File: src/rtl/redmule_z_pingpong.sv
// redmule_z_pingpong: two-bank Z row collector that drains completed tiles as a valid/ready stream with a per-tile byte strobe
// Ports: clk_i/rst_i/clear_i (sync, active-high); in_valid_i/in_data_i/in_ready_o row input;
//   cfg_rows_i/cfg_strb_i tile shape, latched on the first row of a bank;
//   z_valid_o/z_data_o/z_strb_o/z_ready_i beat output; tile_done_o last-beat pulse; busy_o; perf_stall_o.
// Build option: define REDMULE_ZBUF_PERF_EN to enable the saturating stall counter on perf_stall_o.
module redmule_z_pingpong #(
  parameter int DW    = 256,
  parameter int DEPTH = 8
) (
  input  logic                       clk_i,
  input  logic                       rst_i,
  input  logic                       clear_i,
  input  logic                       in_valid_i,
  input  logic [DW-1:0]              in_data_i,
  output logic                       in_ready_o,
  input  logic [$clog2(DEPTH+1)-1:0] cfg_rows_i,
  input  logic [DW/8-1:0]            cfg_strb_i,
  output logic                       z_valid_o,
  output logic [DW-1:0]              z_data_o,
  output logic [DW/8-1:0]            z_strb_o,
  input  logic                       z_ready_i,
  output logic                       tile_done_o,
  output logic                       busy_o,
  output logic [31:0]                perf_stall_o
);
  localparam int RW = $clog2(DEPTH+1);
  localparam int PW = $clog2(DEPTH);
  typedef enum logic [1:0] {EMPTY, FILLING, FULL} bank_state_e;
  bank_state_e state_q [2];
  bank_state_e state_d [2];
  logic [DW-1:0] mem [2][DEPTH];
  logic [RW-1:0] rows_q [2];
  logic [DW/8-1:0] strb_q [2];
  logic wr_bank, rd_bank;
  logic [PW-1:0] wr_ptr, rd_ptr;
  logic [RW-1:0] cfg_rows, wr_rows;
  logic wr_fire, rd_fire, wr_last, rd_last, wr_first;
  logic soft_rst;
  assign soft_rst = rst_i | clear_i;
  assign cfg_rows = (cfg_rows_i == '0 || cfg_rows_i > RW'(DEPTH)) ? RW'(DEPTH) : cfg_rows_i;
  assign wr_first = state_q[wr_bank] == EMPTY;
  // the first row of a tile sees the live config, later rows the latched count
  assign wr_rows = wr_first ? cfg_rows : rows_q[wr_bank];
  assign in_ready_o = state_q[wr_bank] != FULL;
  assign wr_fire = in_valid_i & in_ready_o;
  assign wr_last = RW'(wr_ptr) == wr_rows - RW'(1);
  assign z_valid_o = state_q[rd_bank] == FULL;
  assign z_data_o = mem[rd_bank][rd_ptr];
  assign z_strb_o = strb_q[rd_bank];
  assign rd_fire = z_valid_o & z_ready_i;
  assign rd_last = RW'(rd_ptr) == rows_q[rd_bank] - RW'(1);
  assign tile_done_o = rd_fire & rd_last;
  assign busy_o = state_q[0] != EMPTY || state_q[1] != EMPTY;
  // a write needs a non-FULL bank and a read a FULL one, so they never hit the same bank
  always_comb begin
    state_d = state_q;
    if (wr_fire) state_d[wr_bank] = wr_last ? FULL : FILLING;
    if (tile_done_o) state_d[rd_bank] = EMPTY;
  end
  always_ff @(posedge clk_i) begin
    if (soft_rst) begin
      state_q[0] <= EMPTY;
      state_q[1] <= EMPTY;
      wr_bank <= 1'b0;
      rd_bank <= 1'b0;
      wr_ptr <= '0;
      rd_ptr <= '0;
    end else begin
      state_q <= state_d;
      if (wr_fire) begin
        wr_ptr <= wr_last ? '0 : wr_ptr + PW'(1);
        if (wr_last) wr_bank <= ~wr_bank;
      end
      if (rd_fire) begin
        rd_ptr <= rd_last ? '0 : rd_ptr + PW'(1);
        if (rd_last) rd_bank <= ~rd_bank;
      end
    end
  end
  always_ff @(posedge clk_i) begin
    if (wr_fire) begin
      mem[wr_bank][wr_ptr] <= in_data_i;
      if (wr_first) begin
        rows_q[wr_bank] <= cfg_rows;
        strb_q[wr_bank] <= cfg_strb_i;
      end
    end
  end
`ifdef REDMULE_ZBUF_PERF_EN
  logic [31:0] perf_q;
  logic [1:0] perf_inc;
  logic [32:0] perf_sum;
  assign perf_inc = 2'(z_valid_o & ~z_ready_i) + 2'(in_valid_i & ~in_ready_o);
  assign perf_sum = {1'b0, perf_q} + 33'(perf_inc);
  always_ff @(posedge clk_i) begin
    if (soft_rst) perf_q <= '0;
    else perf_q <= perf_sum[32] ? '1 : perf_sum[31:0];
  end
  assign perf_stall_o = perf_q;
`else
  assign perf_stall_o = '0;
`endif
endmodule
File: config.mk
export PLATFORM = sky130hd
export DESIGN_NAME = redmule_z_pingpong
export DESIGN_NICKNAME = d
export VERILOG_FILES = /design/src/rtl/redmule_z_pingpong.sv
export SDC_FILE = /design/constraint.sdc
export NUM_CORES = 2
export LEC_CHECK = 0
export BUFFER_PORTS_ARGS = -buffer_cell sky130_fd_sc_hd__buf_4
export CAP_MARGIN = 20
export CORE_ASPECT_RATIO = 0.9
export CORE_MARGIN = 2
export CORE_UTILIZATION = 50
export DETAILED_ROUTE_END_ITERATION = 12
export GPL_ROUTABILITY_DRIVEN = 0
export HOLD_SLACK_MARGIN = 0.02
export MAX_ROUTING_LAYER = met4
export PLACE_DENSITY = 0.67
export SLEW_MARGIN = 20
export SYNTH_ARGS = -nofsm -noshare
export SYNTH_HDL_FRONTEND = slang
export SYNTH_MEMORY_MAX_BITS = 65536
export SYNTH_SLANG_ARGS = --single-unit
File: constraint.sdc
create_clock -name clk_i -period 20.6 [get_ports clk_i]
set_input_delay 3.09 -clock clk_i [delete_from_list [all_inputs] [get_ports clk_i]]
set_output_delay 3.09 -clock clk_i [all_outputs]
set_load 0.01 [all_outputs]
## After elaboration in Yosys (flattened, before gate mapping)

Memories as Yosys holds them, arrays and structs flattened. A register that Yosys moved wholly into a read port is not among the register bits.
Cells that the tools add are included.

- Register bits after elaboration: 12
- Memory bits (writable): 4168
- Output and inout port bits: 324
- Logic and storage cells: 84
- Memories kept: 3

- $add $sub $neg: 4
- Magnitude comparators: 8
- Equal/unequal tests: 4
- Mux-type cells: 36
- Bitwise gates (word level): 12
- Reductions and logical operators: 11

Memories:

| memory | words | bits a word | read ports | clocked after Yosys merged registers in | wr ports | RTL line | source |
|---|---|---|---|---|---|---|---|
| mem | 2 | 2048 | 1 | 1 | 1 | 31 | `logic [DW-1:0] mem [2][DEPTH];` |
| strb_q | 2 | 32 | 1 | 1 | 1 | 33 | `logic [DW/8-1:0] strb_q [2];` |
| rows_q | 2 | 4 | 2 | 2 | 1 | 32 | `logic [RW-1:0] rows_q [2];` |

Operator list:

| kind | count |
|---|---|
| $mux W2048 | 1 |
| $bmux W256 S3 | 1 |
| $demux W256 S3 | 1 |
| $mux W256 | 3 |
| $mux W2 | 9 |
| $mux W4 | 4 |
| $mux W1 | 12 |
| $eq A3 B4 Y1 | 2 |
| $ge A4 B4 Y1 const B | 2 |
| $not A3 Y4 | 2 |
| $sub A4 B1 Y4 const B | 2 |
| $add A3 B1 Y3 const B | 2 |
| $mux W3 | 2 |
| $and A4 B4 Y4 | 1 |
| $bwmux W4 | 1 |
| $demux W2 S1 | 2 |
| $ge A2 B2 Y1 const B | 2 |
| $gt A4 B4 Y1 const B | 1 |
| $logic_not A4 Y1 | 1 |
| $lt A2 B1 Y1 const B | 2 |
| $lt A4 B1 Y1 const B | 1 |
| $not A1 Y2 | 2 |
| $not A4 Y4 | 1 |
| $reduce_and A2 Y1 | 2 |
| other kinds (9) | 16 |

## Logic depth before layout (Yosys ltp)

- Depth after elaboration: 13
- Depth in mapped cells: 13

## Least setup slack after synthesis

No wires, ideal clock.

- Path type: input to register
- From: input port in_valid_i
- To: memory mem[0][1792] (netlist name), enable pin
- Library setup time: 1186 ps
- Arrival: 20835 ps
- Slack: -1422 ps
- Cell stages on the path: 3
- Path buffers: 0
- Cell sequence: nand2_1 > or3_1 > nor3_1

- Word-level cells in the longest chain between the ends: 3

RTL lines:

| item | RTL line | source |
|---|---|---|
| start: declaration | 13 | `input logic in_valid_i,` |
| $and A1 B1 Y1 | 45 | `assign wr_fire = in_valid_i & in_ready_o;` |
| $mux W1 | 81 | `if (wr_fire) begin` |
| $mux W2048 (implied by the code) | 82 | `mem[wr_bank][wr_ptr] <= in_data_i;` |
| end: declaration | 31 |  |

No other way between the ends.

==> metrics.csv <==
metric,value,unit
YS warnings,0,
"EDFF count, synth",4168,
relative slew slack,21.8,%
Hold/Removal Path Class,reg -> reg,
Post-Synth Adder-Cell Area,0.0318,%
CP max stage cell,buf_4,
Die Area,0.319,sq mm
Worst Reg-to-Reg Cells,8,
Routed Antenna Nets,0,
"slowest stage delay, CP",0.82,ns
Seq. cell area,0.125,sq mm
initial antenna violation count,46,
endpoint type of the worst setup path,primary output,
critical path class,reg -> out,
Post-synth ARST share,0,%
Final Hold Vio Count,0,
Hold Path Origin,state_q[2],
Peak Freq,0.106,GHz
Routed WL,355,mm
largest net degree at the start of global routing,160,
crit path DAT,6.33,ns
PortBufs,588,
I/O pin count,621,
CP Max Fanout,105,
WL per Instance,31.1,microns
Fill cells,21928,
crit start category,flop,
Syn-to-layout area delta,14.4,%
"Hold-fix buffers, CTS",0,
"Top FF cell, synth",edfxtp_1,
synthesized area,0.157,sq mm
chip height,536,microns
Yosys cell types,51,
RSZ-0062 raised after global routing,false,
max-slew violation count,0,
Mapped Cells,6085,
pwr dens,95.3,mW/mm^2
Avg Inst Size Synth,25.9,sq um
CTS H-tree lvls,5,
post-synthesis sequential area ratio,79.7,%
clock buffer depth,4,
crit path time final,9.42,ns
r2r setup slk,14.44,ns
mux share of post-synthesis cell area,18.3,%
chip width,595,microns
setup TNS,0,ns
Final setup violation count,0,
complex-gate fraction of the synthesized area,0.434,%
worst hold endpoint,state_q[2],
reg-to-reg startpoint,wr_bank,
core box area,0.314,sq mm
"Net count, final",7196,
CP dominant cell by count,buf_4,
CTS tree,yes,
DR vias/cell,6.07,
max_cap viols,0,
Skew-Pair Late Insertion Delay,0.96,ns
Finished Core Util,57.4,%
"Req. time, crit path",17.51,ns
global-route wire length before repair,511,mm
r2r endpoint,mem[1][2017],
"Critical Path, Cell by Cell",buf_12 > buf_4 > buf_4 > buf_4 > mux4_2 > mux4_2 > buf_4,
clk root buf,clkbuf_16,
First-pass DRT Iterations,5,
vias in the first global route,71734,
Starting Density,50.2,%
clock sink total,4182,
post_cts resized,0,
setup bufs post-CTS,0,
Detailed Route Iter0 Violations,8140,
area of the multi-input gates,0.0306,sq mm
total CTS buffers,405,
placed wire-length estimate,176,mm
simple-gate share of the synthesized area,0.443,%
share of layout cells above drive strength 1,35.7,%
vias after detailed routing,69263,
Slew @ Worst Pin,1.17,ns
drc violations,0,
hold depth,2,
gr usage total,22.8,%
Peak VDD IR,0.0000900,V
XOR/XNOR Fraction of Synth Area,0.0612,%
outcome,"complete, no violations",
Leak,54.6,nW
final worst-path cycle share,45.7,%
Final Skew,0.0662,ns
Clock transition at path regs,0.06,ns
Final Power,17.2,mW
total gr overflow,0,
main combinational cell family by area after synthesis,multiplexers,
synthesis-stage register bit count,4182,
FP Rows,195,
==> flip-flops by register name (all words and copies together) (netlist names), named ones only <==
name,cells
mem,4096
state_q,4
rows_q,8
rd_ptr,3
strb_q,64
rd_bank,1
wr_ptr,3
wr_bank,1
==> where the power goes <==
part | leakage (nW) | internal [mW] | total (mW) | switching [mW]
clock network | 6.34 | 4.11 | 7.27 | 3.16
logic | 10.5 | 0.176 | 0.450 | 0.274
registers | 37.8 | 9.43 | 9.45 | 0.0157
==> synthesized netlist by cell type (5+ instances only) <==
| cell type | n | share of area [%] |
|---|---|---|
| buf_4 | 55 | 0.26 |
| xnor2_1 | 7 | 0.039 |
| nand2_1 | 12 | 0.029 |
| a211oi_1 | 39 | 0.19 |
| a21oi_1 | 47 | 0.15 |
| mux4_2 | 1241 | 18 |
| mux2i_1 | 45 | 0.29 |
| buf_2 | 108 | 0.34 |
| nor3_1 | 12 | 0.038 |
| mux2_2 | 32 | 0.23 |
| nor2_1 | 21 | 0.050 |
| clkbuf_1 | 159 | 0.38 |
| edfxtp_1 | 4168 | 80 |
| nor2b_1 | 42 | 0.17 |
| buf_1 | 16 | 0.038 |
| o21ai_0 | 5 | 0.016 |
| dfxtp_1 | 14 | 0.18 |
==> logic make-up (layout without fill, tap and decap cells) <==
kind of cell             count (synthesis)  in the layout
AND/OR/NAND/NOR                        120            120
other                                    1             70
AO/OA/AOI/OAI                          105            105
multiplexers                          1319           1319
XOR/XNOR                                11             11
buffers and inverters                  343           1457
flip-flops                            4182           4182
adder cells (fa/ha/maj)                  4              4
==> how the worst max path moves through the flow <==
stage | start | endpoint | slack [ns] | cells past startpoint
2_1_floorplan | in_valid_i | mem[0][1000] | 5.46 | 3
3_3_place_gp | flop | z_data_o[200] | 11.92 | 7
3_5_place_dp | flop | z_data_o[200] | 11.86 | 7
4_1_cts | flop | z_data_o[200] | 10.79 | 7
5_1_grt | flop | z_data_o[200] | 10.54 | 7
6_report | flop | z_data_o[200] | 11.18 | 7
==> layer usage <==
metal | GRT usage [%] | part of all wire, % | vias to the layer above
li1 | - | - | 28302
met1 | 31.3 | 41 | 37848
met2 | 36.0 | 50 | 2624
met3 | 4.20 | 7.6 | 489
met4 | 5.27 | 2.0 | 0
met5 | - | 0 | -
==> cell type report <==
cell class,instances,area share (%)
antenna,38,0.0528
timing repair buffer,712,3.19
clock inverter,259,1.40
clock buffer,483,5.84
sequential,4182,69.7
multi-input combinational,1591,17.0
inverter,3,0.00625
tap,4137,2.87
==> cells in the final DEF, fill, tap and decap left out, types with 4 or more instances in the layout <==
master	count
clkbuf_16	409
dfxtp_4	4
mux2_2	32
nand3b_1	4
nand3_1	4
diode_2	38
clkinvlp_4	17
clkinv_16	8
buf_12	29
edfxtp_1	4168
inv_6	6
dfxtp_1	10
mux2i_1	45
bufinv_16	36
a21oi_1	47
clkbuf_1	74
clkinv_1	99
ha_1	4
clkinv_8	6
nor2_1	9
inv_16	7
clkinv_2	79
a211oi_1	39
xnor2_1	7
nor3_4	4
mux4_2	1241
nand2b_1	4
xor2_1	4
nand2_1	12
nor2b_1	42
o21ai_0	5
nor3_1	8
nor2_4	12
conb_1	32
buf_4	681
==> critical path: cells and delay by family, from the launching register on <==
kind | cells | cell delay, ns
multiplexers | 2 | 1.16
buffers and inverters | 5 | 3.20
flip-flops | 1 | 0.72
==> metrics by stage <==
step | setup WS (ns) | instance area, sq um | cells | hold slack (ns)
floorplan | 5.46 | 158000 | 6116 | 0.497
global placement | 11.92 | 167000 | 10623 | 0.529
detailed placement | 11.86 | 167000 | 10624 | 0.531
CTS | 10.79 | 180000 | 11366 | 0.545
global route | 10.54 | 180000 | 11401 | 0.581
finish | 11.18 | 180000 | 11405 | 0.549
No activity file was read; power rests on OpenSTA's default activity.
